===== config.mk =====
export PLATFORM = sky130hd
export DESIGN_NAME = mp_add_seq
export DESIGN_NICKNAME = d
export VERILOG_FILES = /design/src/rtl/mp_add_pkg.sv /design/src/rtl/FA_Nbit.sv /design/src/rtl/mp_add_seq.sv
export SDC_FILE = /design/constraint.sdc
export NUM_CORES = 1
export LEC_CHECK = 0
export ABC_CLOCK_PERIOD_IN_PS = 6110
export CORE_AREA = 5 5 80 82
export DETAILED_ROUTE_END_ITERATION = 8
export DIE_AREA = 0 0 85 87
export DONT_BUFFER_PORTS = 1
export HOLD_SLACK_MARGIN = 0.08
export PLACE_DENSITY = 0.68
export RECOVER_POWER = 50
export SLEW_MARGIN = 20
export SYNTH_ARGS = -nofsm -noshare
export SYNTH_HDL_FRONTEND = slang
export SYNTH_HIERARCHICAL = 1
export SYNTH_SLANG_ARGS = --single-unit

===== constraint.sdc =====
create_clock -name clk -period 6.11 [get_ports clk]
set_clock_uncertainty 0.05 [all_clocks]
set_input_delay 1.222 -clock clk [delete_from_list [all_inputs] [get_ports clk]]
set_output_delay 1.222 -clock clk [all_outputs]
set_load 0.1 [all_outputs]

===== src/rtl/mp_add_pkg.sv =====
// Shared definitions for the multi-precision add/subtract sequencer.
//   state_t : sequencer FSM states
//   idx_w() : word-index width for a given word count (never below 1 bit)
package mp_add_pkg;

  typedef enum logic [1:0] {
    IDLE = 2'd0,
    RUN  = 2'd1,
    DONE = 2'd2
  } state_t;

  function automatic int idx_w(input int words);
    return (words > 1) ? $clog2(words) : 1;
  endfunction

endpackage


===== src/rtl/FA_Nbit.sv =====
// N-bit ripple adder word slice shared by the sequencer.
//   a, b : addend words
//   cin  : carry in
//   s    : sum word
//   cout : carry out of the top bit
module FA_Nbit #(
  parameter int N = 4
) (
  input  logic [N-1:0] a,
  input  logic [N-1:0] b,
  input  logic         cin,
  output logic [N-1:0] s,
  output logic         cout
);

  assign {cout, s} = {1'b0, a} + {1'b0, b} + {{N{1'b0}}, cin};

endmodule


===== src/rtl/mp_add_seq.sv =====
// Multi-precision add/subtract sequencer: one N-bit adder is stepped over
// WORDS words (LSW first) with the carry held in a register between words.
//   clk, rst   : clock, synchronous active-high reset
//   start      : request; only honoured in IDLE
//   sub, cin   : 1 = A-B, 0 = A+B+cin
//   a, b       : operands, captured when start is accepted
//   busy, done : busy in RUN/DONE; done pulses one cycle in DONE
//   sum, cout  : result (held until next accepted start) and carry / no-borrow
module mp_add_seq
  import mp_add_pkg::*;
#(
  parameter int N     = 4,
  parameter int WORDS = 4
) (
  input  logic           clk,
  input  logic           rst,
  input  logic           start,
  input  logic           sub,
  input  logic           cin,
  input  logic [N*WORDS-1:0] a,
  input  logic [N*WORDS-1:0] b,
  output logic           busy,
  output logic           done,
  output logic [N*WORDS-1:0] sum,
  output logic           cout
);

  localparam int W     = N * WORDS;
  localparam int IDX_W = idx_w(WORDS);
  localparam logic [IDX_W-1:0] LAST = IDX_W'(WORDS - 1);

  state_t           state, state_nx;
  logic [W-1:0]     op_a, op_b;
  logic [IDX_W-1:0] idx;
  logic             carry;
  logic [N-1:0]     wa, wb, ws;
  logic             wc;

  assign wa = op_a[idx*N +: N];
  assign wb = op_b[idx*N +: N];

  FA_Nbit #(.N(N)) u_fa (
    .a    (wa),
    .b    (wb),
    .cin  (carry),
    .s    (ws),
    .cout (wc)
  );

  always_comb begin
    state_nx = state;
    case (state)
      IDLE:    if (start) state_nx = RUN;
      RUN:     if (idx == LAST) state_nx = DONE;
      DONE:    state_nx = IDLE;
      default: state_nx = IDLE;
    endcase
  end

  always_ff @(posedge clk) begin
    if (rst) begin
      state <= IDLE;
      idx   <= '0;
      carry <= 1'b0;
      op_a  <= '0;
      op_b  <= '0;
      sum   <= '0;
      cout  <= 1'b0;
      busy  <= 1'b0;
      done  <= 1'b0;
    end else begin
      state <= state_nx;
      // busy/done are registered copies of the next state so they line up
      // with the state register itself.
      busy  <= (state_nx != IDLE);
      done  <= (state_nx == DONE);
      case (state)
        IDLE: if (start) begin
          op_a  <= a;
          // Subtraction as A + ~B + 1: the +1 rides in on the initial carry.
          op_b  <= sub ? ~b : b;
          carry <= sub ? 1'b1 : cin;
          idx   <= '0;
          sum   <= '0;
          cout  <= 1'b0;
        end
        RUN: begin
          sum[idx*N +: N] <= ws;
          carry           <= wc;
          if (idx == LAST) cout <= wc;
          else             idx  <= idx + 1'b1;
        end
        default: ;
      endcase
    end
  end

endmodule


# Word-level counts from Yosys, hierarchy flattened

Cells that the tools add are included.

Memories: 0
Bits in read-only memories: 0
Bits in registers: 56
Latch bits: 0
Word-level logic and storage cells: 47
RAM bits: 0
Output and inout bits: 19

$mul: 0
Add/sub/neg operators: 4
Bitwise logic cells: 1
Multiplexer cells: 16
Reductions and logical operators: 7
Equal/unequal tests: 6
Shift-type cells: 4
Magnitude comparators: 0
Div/mod/pow operators: 0

Operators with widths:

| operator                                                                 | count |
|---|---|
| 4-bit negation with 34-bit output                                        | 1 |
| 4-bit by 34-bit variable shift with 16-bit output (first input constant) | 1 |
| 4-bit by 34-bit variable part select with 16-bit output                  | 1 |
| 16-bit two-way mux                                                       | 2 |
| 16-bit one-hot mux with 2 select lines                                   | 1 |
| 16-bit by 5-bit variable part select with 4-bit output                   | 2 |
| 16-bit bitwise mux                                                       | 1 |
| 16-bit NOT                                                               | 1 |
| 2-bit two-way mux                                                        | 4 |
| 2-bit one-hot mux with 2 select lines                                    | 2 |
| 2-bit != test (second input constant)                                    | 3 |
| 3-bit AND reduction                                                      | 2 |
| 4-bit by 4-bit adder with 5-bit output                                   | 1 |
| 5-bit by 1-bit adder with 5-bit output                                   | 1 |
| 2-bit == test (second input constant)                                    | 2 |
| 1-bit two-way mux                                                        | 4 |
| 1-bit one-hot mux with 2 select lines                                    | 2 |
| 2-bit AND reduction                                                      | 2 |
| 2-bit nonzero test                                                       | 2 |
| 2-bit by 1-bit adder with 2-bit output (second input constant)           | 1 |
| 2-bit by 1-bit == test with 1-bit output (second input constant)         | 1 |
| 2-bit zero test                                                          | 1 |

# Logic depth before layout (Yosys ltp)

Gate-level depths: netlist (run 1).

Word-level depth: 6
Gate-level depth with buffers: 11

# Modules after synthesis

The synthesis (run 1) kept the hierarchy.

By module, submodules not included:

| module     | times used | sequential area each (um2) | area each (um2) | cells an instance |
|---|---|---|---|---|
| mp_add_seq | 1          | 1121.1                     | 2391.0          | 240 |
| FA_Nbit    | 1          | 0.0                        | 143.9           | 16 |

# Worst setup path after synthesis (run 1)

No wires, ideal clock.

Path type: register to register
Start point: register idx[0]
End point: register sum[13]
Setup time: 0.062 ns
Data arrival time: 2.528 ns
Data required time: 5.998 ns
Slack: 3.470 ns
Stages on the path, launching flop included: 9
Cells stage by stage: dfxtp_1 > buf_2 > mux4_2 > fa_1 > inv_1 > fa_1 > inv_1 > nor2b_1 > a22o_1

Word-level cells in the longest chain between the ends: 6
Elaborated cells on any way between the ends: 9
Those cells by class: add/sub: 3; shift: 4; mux: 2

Ends and longest elaborated chain:

| item                                                    | line             | text |
|---|---|---|
| start: declaration                                      | mp_add_seq.sv:34 | `logic [IDX_W-1:0] idx;` |
| start signal: assignment                                | mp_add_seq.sv:91 | `else idx <= idx + 1'b1;` |
| 16-bit by 5-bit variable part select with 4-bit output  | mp_add_seq.sv:39 | `assign wa = op_a[idx*N +: N];` |
| net wa[0]                                               | mp_add_seq.sv:36 | `logic [N-1:0] wa, wb, ws;` |
| 4-bit by 4-bit adder with 5-bit output                  | FA_Nbit.sv:16    | `assign {cout, s} = {1'b0, a} + {1'b0, b} + {{N{1'b0}}, cin};` |
| 5-bit by 1-bit adder with 5-bit output                  | FA_Nbit.sv:16    |  |
| net ws[1]                                               | mp_add_seq.sv:36 |  |
| 4-bit by 34-bit variable part select with 16-bit output | mp_add_seq.sv:88 | `sum[idx*N +: N] <= ws;` |
| 16-bit bitwise mux                                      | mp_add_seq.sv:88 |  |
| 16-bit one-hot mux with 2 select lines                  | mp_add_seq.sv:77 | `case (state)` |
| end signal: indexed assignment                          | mp_add_seq.sv:88 |  |
| end: declaration                                        | mp_add_seq.sv:24 | `output logic [N*WORDS-1:0] sum,` |

The timed path passes the listed nets, and every way through them passes these cells.
A chain may end at the register's enable or synchronous reset.

# Final worst setup path (run 1)

Start point: input start
End point: register sum[14]

Word-level cells in the longest chain between the ends: 2

Ends and longest elaborated chain:

| item                          | line             | text |
|---|---|---|
| start: declaration            | mp_add_seq.sv:17 | `input logic start,` |
| 2-bit != test (no line)       | -                |  |
| 2-bit AND reduction (no line) | -                |  |

No other way between the ends.

==> results of run 1 <==
metal layers:
| metal | up-vias | GRT usage | routed length [um] |
|---|---|---|---|
| met1 | 821 | 0.173 | 2170 |
| met4 | 0 | 0.0475 | 64 |
| met5 | - | 0 | 0 |
| li1 | 887 | - | - |
| met2 | 44 | 0.254 | 2570 |
| met3 | 5 | 0.0568 | 375 |
per-stage QoR:
stage | std cells | area (um2)
after CTS | 322 | 2660
after detailed placement | 315 | 2560
after global routing | 322 | 2640
after floorplan | 256 | 2530
after global placement | 315 | 2560
final | 322 | 2640
worst max-delay path, delay by kind of cell:
family / cells / cell delay, ns
and+or+nand+nor: 2 / 0.45
AOI/OAI and AO/OA: 1 / 0.30
buffers and inverters: 1 / 1.38
worst min path at each step:
stage,to,slack (ns),cells past startpoint
final,op_a[14]$_SDFFE_PP0P_,0.40,2
after global routing,op_a[12]$_SDFFE_PP0P_,0.43,2
after CTS,op_a[13]$_SDFFE_PP0P_,0.40,2
after detailed placement,op_a[13]$_SDFFE_PP0P_,0.39,2
after global placement,op_a[9]$_SDFFE_PP0P_,0.39,2
after floorplan,op_a[10]$_SDFFE_PP0P_,0.38,2
report_power, final:
part	internal (mW)	switching [mW]	leakage, nW
Combinational	0.0484	0.0483	0.446
Sequential	0.385	0.0306	0.459
Clock	0.0906	0.113	0.0473
cell usage after synthesis, types with 2 or more instances:
| cell type | number |
|---|---|
| sky130_fd_sc_hd__a211oi_1 | 16 |
| sky130_fd_sc_hd__mux4_2 | 8 |
| sky130_fd_sc_hd__a22o_1 | 16 |
| sky130_fd_sc_hd__mux2_2 | 3 |
| sky130_fd_sc_hd__o21ai_0 | 2 |
| sky130_fd_sc_hd__fa_1 | 2 |
| sky130_fd_sc_hd__nand2b_1 | 3 |
| sky130_fd_sc_hd__and4_1 | 2 |
| sky130_fd_sc_hd__a21oi_1 | 22 |
| sky130_fd_sc_hd__nor2_1 | 18 |
| sky130_fd_sc_hd__inv_1 | 7 |
| sky130_fd_sc_hd__clkbuf_1 | 8 |
| sky130_fd_sc_hd__buf_2 | 8 |
| sky130_fd_sc_hd__xnor2_1 | 18 |
| sky130_fd_sc_hd__nor2b_1 | 5 |
| sky130_fd_sc_hd__ha_1 | 8 |
| sky130_fd_sc_hd__dfxtp_1 | 56 |
| sky130_fd_sc_hd__o31ai_1 | 2 |
| sky130_fd_sc_hd__nand2_1 | 35 |
cell families (layout without fill, tap and decap cells):
kind of cell,count (synthesis),count (layout),share of synthesized area
and+or+nand+nor,75,75,0.146
AOI/OAI and AO/OA,62,62,0.169
DFF,56,56,0.442
buffers and inverters,24,15,0.0410
xor gates and xnor gates,18,18,0.0622
muxes,11,11,0.0844
adders and majority gates,10,10,0.0553
state kept, by name, summed over array words and instances (netlist names):
signal  cells
idx         2
state       2
carry       1
cout        1
done        1
busy        1
sum        16
op_b       16
op_a       16
cell usage in the layout, fill, tap and decap left out:
cell type	instances
sky130_fd_sc_hd__o21a_1	1
sky130_fd_sc_hd__a22o_1	16
sky130_fd_sc_hd__and3b_1	1
sky130_fd_sc_hd__clkbuf_8	6
sky130_fd_sc_hd__fa_1	2
sky130_fd_sc_hd__o21ai_0	2
sky130_fd_sc_hd__dfxtp_1	56
sky130_fd_sc_hd__a21o_1	1
sky130_fd_sc_hd__xnor2_1	18
sky130_fd_sc_hd__nor2_1	18
sky130_fd_sc_hd__inv_1	7
sky130_fd_sc_hd__nand2b_1	3
sky130_fd_sc_hd__nor3b_1	2
sky130_fd_sc_hd__and4b_1	1
sky130_fd_sc_hd__nor3_1	1
sky130_fd_sc_hd__nand2_1	35
sky130_fd_sc_hd__nand4b_1	1
sky130_fd_sc_hd__ha_1	8
sky130_fd_sc_hd__o32ai_1	1
sky130_fd_sc_hd__clkinv_4	1
sky130_fd_sc_hd__o31ai_1	2
sky130_fd_sc_hd__or3_1	1
sky130_fd_sc_hd__clkbuf_1	1
sky130_fd_sc_hd__a21oi_1	22
sky130_fd_sc_hd__nor2b_1	5
sky130_fd_sc_hd__and4_1	2
sky130_fd_sc_hd__a211oi_1	16
sky130_fd_sc_hd__or3b_1	2
sky130_fd_sc_hd__mux4_2	8
sky130_fd_sc_hd__nor4b_2	1
sky130_fd_sc_hd__nand3b_1	1
sky130_fd_sc_hd__mux2_2	3
sky130_fd_sc_hd__nand3_1	1
sky130_fd_sc_hd__a21oi_2	1
final cells by class:
cell class                 count  area (um2)
fill                         558        3030
multi-input combinational    176        1310
sequential                    56        1120
tap                           75        93.8
clock buffer                   6        82.6
inverter                       7        26.3
clock inverter                 1        8.76
timing repair buffer           1        3.75
==> impl_results.md, run 1 <==
- Status: complete, but fails checks
- Violated checks: max-capacitance violations, max-slew violations
- Post-Syn Nets: 303
- Fin crit share: 0.526
- Fin Hold WS: 0.402 ns
- Synth top area cells: sky130_fd_sc_hd__dfxtp_1 44%, sky130_fd_sc_hd__mux4_2 7.1%, sky130_fd_sc_hd__xnor2_1 6.2%, sky130_fd_sc_hd__a22o_1 5.5%, sky130_fd_sc_hd__nand2_1 5.2%
- Reg-to-reg setup timing slack: 3.17 ns
- Clock root buffer master: sky130_fd_sc_hd__clkbuf_8
- Mean instance size in the synthesized netlist: 9.90 um2
- Number of warnings reported in the yosys synthesis log: 6
- GR Overflow Total: 0
- Final routed wire length divided by cell count: 16.1 um
- Number of hold violations in the final report: 0
- Worst path required time: 6.25 ns
- Maximum number of pins on one net before global-route repair: 52
- Total number of H-tree levels: 2
- Number of vias in the routed layout: 1,757
- Asr flop ratio synth: 0
- Top-level I/O count: 56
- Initial detailed-routing violation count: 86
- RSZ-0062 raised after global routing: no
- Crit path max-delay cell type: sky130_fd_sc_hd__clkbuf_1
- Number of buffer cells added on primary ports: 0
- Setup WS pre-CTS: 3.14 ns
- Worst Hold Class: flop to flop
- Clock Pin Slew Worst Setup and Hold Paths: 0.10 ns
- # hold bufs at CTS: 0
- Largest driver fanout on the critical path: 49
- Post-synthesis register bit count: 56
- Highest attainable clock frequency: 311 MHz
- Final setup viols: 0
- Die height: 87 um
- GR Util All Layers: 0.149
- Row count: 28
- Most area-hungry cell type in the Yosys netlist: sky130_fd_sc_hd__dfxtp_1
- Number of nets with antenna violations after detailed routing: 0
- Count of mapped cells out of synthesis: 256
- Number of search-and-repair iterations in the first detailed-routing pass: 4
- Worst r2r src: idx[0]$_SDFFE_PP0P_
- Source-to-sink clock delay at the later pin of the worst-skew pair: 0.30 ns
- Die area: 0.00740 mm2
- Capturing instance or port of the critical path: sum[14]$_SDFFE_PP0P_
- Nets@finish: 294
- Peak VDD IR: 0.123 mV
- Via-to-Cell Ratio: 5.46
- Worst endpoint data arrival time: 3.36 ns
- Cell count of the worst reg-to-reg path: 7
- Launching element type of the critical path: input port
- Via count of the first global-routing pass: 1,779
- Max Cap Viol: 1
- Pwr per Cell Area: 271 mW/mm2
- Antenna violations before repair: 0
- Die Wd: 85 um
- Slew headroom: -0.266
- Total chip power: 716 uW
- Final core utilization: 0.465
- Primary FF master, synth: sky130_fd_sc_hd__dfxtp_1
- List of cells traversed by the critical path: nor3b_1, clkbuf_1, nor3_1, a22o_1
- Pleak: 0.952 nW
- Critical path start-end classification: input port to flop
- Post-CTS Setup Bufs: 0
- Crit-path max cell delay: 1.38 ns
- Worst-Margin Slew: 1.90 ns
- Endpoint of the lowest-slack register-to-register path: sum[1]$_SDFFE_PP0P_
- Maximum number of buffers from clock root to sink: 2
- Inserted Clock Buffers: 5
- Type of destination of the critical path: flop
- Area of the core region: 0.00568 mm2
- Number of enable-type register cells in the synthesized netlist: 0
- Max-slew violation count: 50
- Unique cell type count in the Yosys netlist: 36
- Area grow syn2layout: 4.20%
- CTS tree: done
- Starting density of the core: 0.447
- Fraction of synthesized cell area taken by the top area cell type: 0.442
- Timing startpoint of the critical path: start
- DRC violations left: 0
- Launch instance of the worst min-delay path: op_a[14]$_SDFFE_PP0P_
- Final WS setup: 2.90 ns
- Number of inserted diodes: 0
- Sum Neg Setup Slack: 0 ns
- HPWL after DPL: 3800 um
- Final Wtd Congestion: 0.775
- Clk sinks: 56
- Global-route wire length before repair: 8710 um
- Detailed Route WL: 5180 um
- Post-cts repair resize count: 0
- Share of post-route cells with drive strength above 1: 0.0810
- Post-synth design cell area: 0.00253 mm2
- Share of synthesized area occupied by flip-flops and latches: 0.442
- Final period demand of the worst path: 3.21 ns
(Power assumes the default switching activity.)
==> run 2, diff against run 1 <==
Settings changed: ABC_CLOCK_PERIOD_IN_PS 6110 to 2600, PLACE_DENSITY 0.68 to 0.71.
Clock period 6.11 ns to 2.6 ns, I/O delays scaled along.
==> impl_results.md, run 2 (synthesized netlist as in run 1, its figures left out) <==
- Worst path required time: 2.80 ns
- Pwr per Cell Area: 615 mW/mm2
- Final routed wire length divided by cell count: 15.4 um
- Initial detailed-routing violation count: 83
- Type of destination of the critical path: flop
- Maximum number of buffers from clock root to sink: 2
- Number of buffer cells added on primary ports: 0
- Number of search-and-repair iterations in the first detailed-routing pass: 4
- Number of cells traversed by the worst hold path: 1
- Critical path start-end classification: flop to flop
- Nets@finish: 316
- Placed cell area: 0.00273 mm2
- Area grow syn2layout: 8.19%
- GR Overflow Total: 0
- Highest attainable clock frequency: 411 MHz
- Final Wtd Congestion: 0.855
- HPWL after DPL: 4090 um
- Via-to-Cell Ratio: 5.34
- Fin Hold WS: 0.228 ns
- Via count of the first global-routing pass: 1,807
- Global-route wire length before repair: 8620 um
- Pleak: 0.992 nW
- Clk sinks: 56
- Die area: 0.00740 mm2
- Post-CTS Setup Bufs: 0
- Largest regs: op_a (16), op_b (16), sum (16)
- Combinational fraction of design power: 0.164
- Status: finished, final reports clean
- Number of vias in the routed layout: 1,844
- Worst Hold Class: input port to flop
- Post-route cell area: 0.00274 mm2
- Final setup viols: 0
- Sw Pwr: 445 uW
- Most frequent standard cell in the layout excluding fill and tap cells: sky130_fd_sc_hd__dfxtp_1
- Clock Pin Slew Worst Setup and Hold Paths: 0.09 ns
- Worst endpoint data arrival time: 2.64 ns
- Fin crit share: 0.937
- Die Wd: 85 um
- Clock Power Share: 0.282
- Clock root buffer master: sky130_fd_sc_hd__clkbuf_8
- CTS tree: done
- Peak VDD IR: 0.239 mV
- Die height: 87 um
- Worst-Margin Slew: 1.23 ns
- Largest driver fanout on the critical path: 10
- Part of the total power dissipated in sequential elements: 0.555
- Total number of H-tree levels: 2
- Share of post-route cells with drive strength above 1: 0.0852
- # hold bufs at CTS: 0
- Max Cap Viol: 0
- Row count: 28
- Area of the core region: 0.00568 mm2
- Final period demand of the worst path: 2.44 ns
- Launching element type of the critical path: flop
- Slew headroom: 0.178
- Maximum number of pins on one net before global-route repair: 52
- Post-cts repair resize count: 0
- Sum Neg Setup Slack: 0 ns
- Inserted Clock Buffers: 5
- Antenna violations before repair: 0
- Max-slew violation count: 0
- Source-to-sink clock delay at the later pin of the worst-skew pair: 0.30 ns
- Number of inserted diodes: 0
- Detailed Route WL: 5330 um
- Top-level I/O count: 56
- GR Util All Layers: 0.147
- Internal power component: 1.24 mW
- Sw frac: 0.264
- Cell count of the worst reg-to-reg path: 8
- Highest-count cells in the layout ignoring fill and taps: 56 x sky130_fd_sc_hd__dfxtp_1, 35 x sky130_fd_sc_hd__nand2_1, 22 x sky130_fd_sc_hd__a21oi_1, 22 x sky130_fd_sc_hd__clkbuf_1
- Number of nets with antenna violations after detailed routing: 0
- Number of hold violations in the final report: 0
- DRC violations left: 0
- Starting density of the core: 0.447
- RSZ-0062 raised after global routing: no
run 2: cell count changes in the layout (fill, tap and decap cells not counted), sizes merged:
| cell | change |
|---|---|
| clkinv | -1 |
| buf | +2 |
| clkbuf | +22 |
run 2: final timing paths:
path / startpoint / slack [ns] / end
setup / recovery: idx[1]$_SDFFE_PP0P_ / 0.16 / sum[13]$_SDFFE_PP0P_
hold / removal: rst / 0.23 / cout$_SDFFE_PP0P_
setup reg to reg: idx[1]$_SDFFE_PP0P_ / 0.16 / sum[13]$_SDFFE_PP0P_
hold reg to reg: op_a[13]$_SDFFE_PP0P_ / 0.41 / op_a[13]$_SDFFE_PP0P_
run 2: per-stage QoR:
| stage | worst slack (ns) | cells | util | power (mW) |
|---|---|---|---|---|
| final | 0.165 | 345 | 0.483 | 1.69 |
| after global routing | 0.0200 | 345 | 0.483 | 1.77 |
| after CTS | 0.109 | 345 | 0.497 | 1.71 |
| after detailed placement | 0.117 | 337 | 0.481 | 1.24 |
| after global placement | 0.224 | 337 | 0.481 | 1.23 |
| after floorplan | 0.0332 | 256 | - | 1.20 |
run 2: per-layer routing:
layer,up-vias,track usage,wire (um)
li1,931,-,-
met1,857,0.167,2280
met2,47,0.258,2630
met3,9,0.0492,337
met4,0,0.0475,82
met5,-,0,0
run 2: layout make-up:
type / count / area, um2
tap: 75 / 93.8
clock buffer: 8 / 90.1
multi-input combinational: 176 / 1320
inverter: 7 / 26.3
sequential: 56 / 1120
fill: 560 / 2930
timing repair buffer: 23 / 95.1
run 2: power groups by stage:
stage / clock [mW] / combinational, mW / sequential (mW)
after detailed placement: 0 / 0.285 / 0.955
after CTS: 0.487 / 0.286 / 0.935
after global placement: 0 / 0.278 / 0.954
after floorplan: 0 / 0.219 / 0.978
final: 0.475 / 0.276 / 0.935
after global routing: 0.527 / 0.307 / 0.940
run 2: worst max-delay path, cell delays in order, from the launching register on:
cell and delay [ns]:
sky130_fd_sc_hd__dfxtp_1 0.38, sky130_fd_sc_hd__buf_4 0.20, sky130_fd_sc_hd__mux4_2 0.33, sky130_fd_sc_hd__fa_1 0.45
sky130_fd_sc_hd__inv_1 0.08, sky130_fd_sc_hd__fa_1 0.40, sky130_fd_sc_hd__inv_1 0.05, sky130_fd_sc_hd__nor2b_1 0.25
sky130_fd_sc_hd__a22o_1 0.18
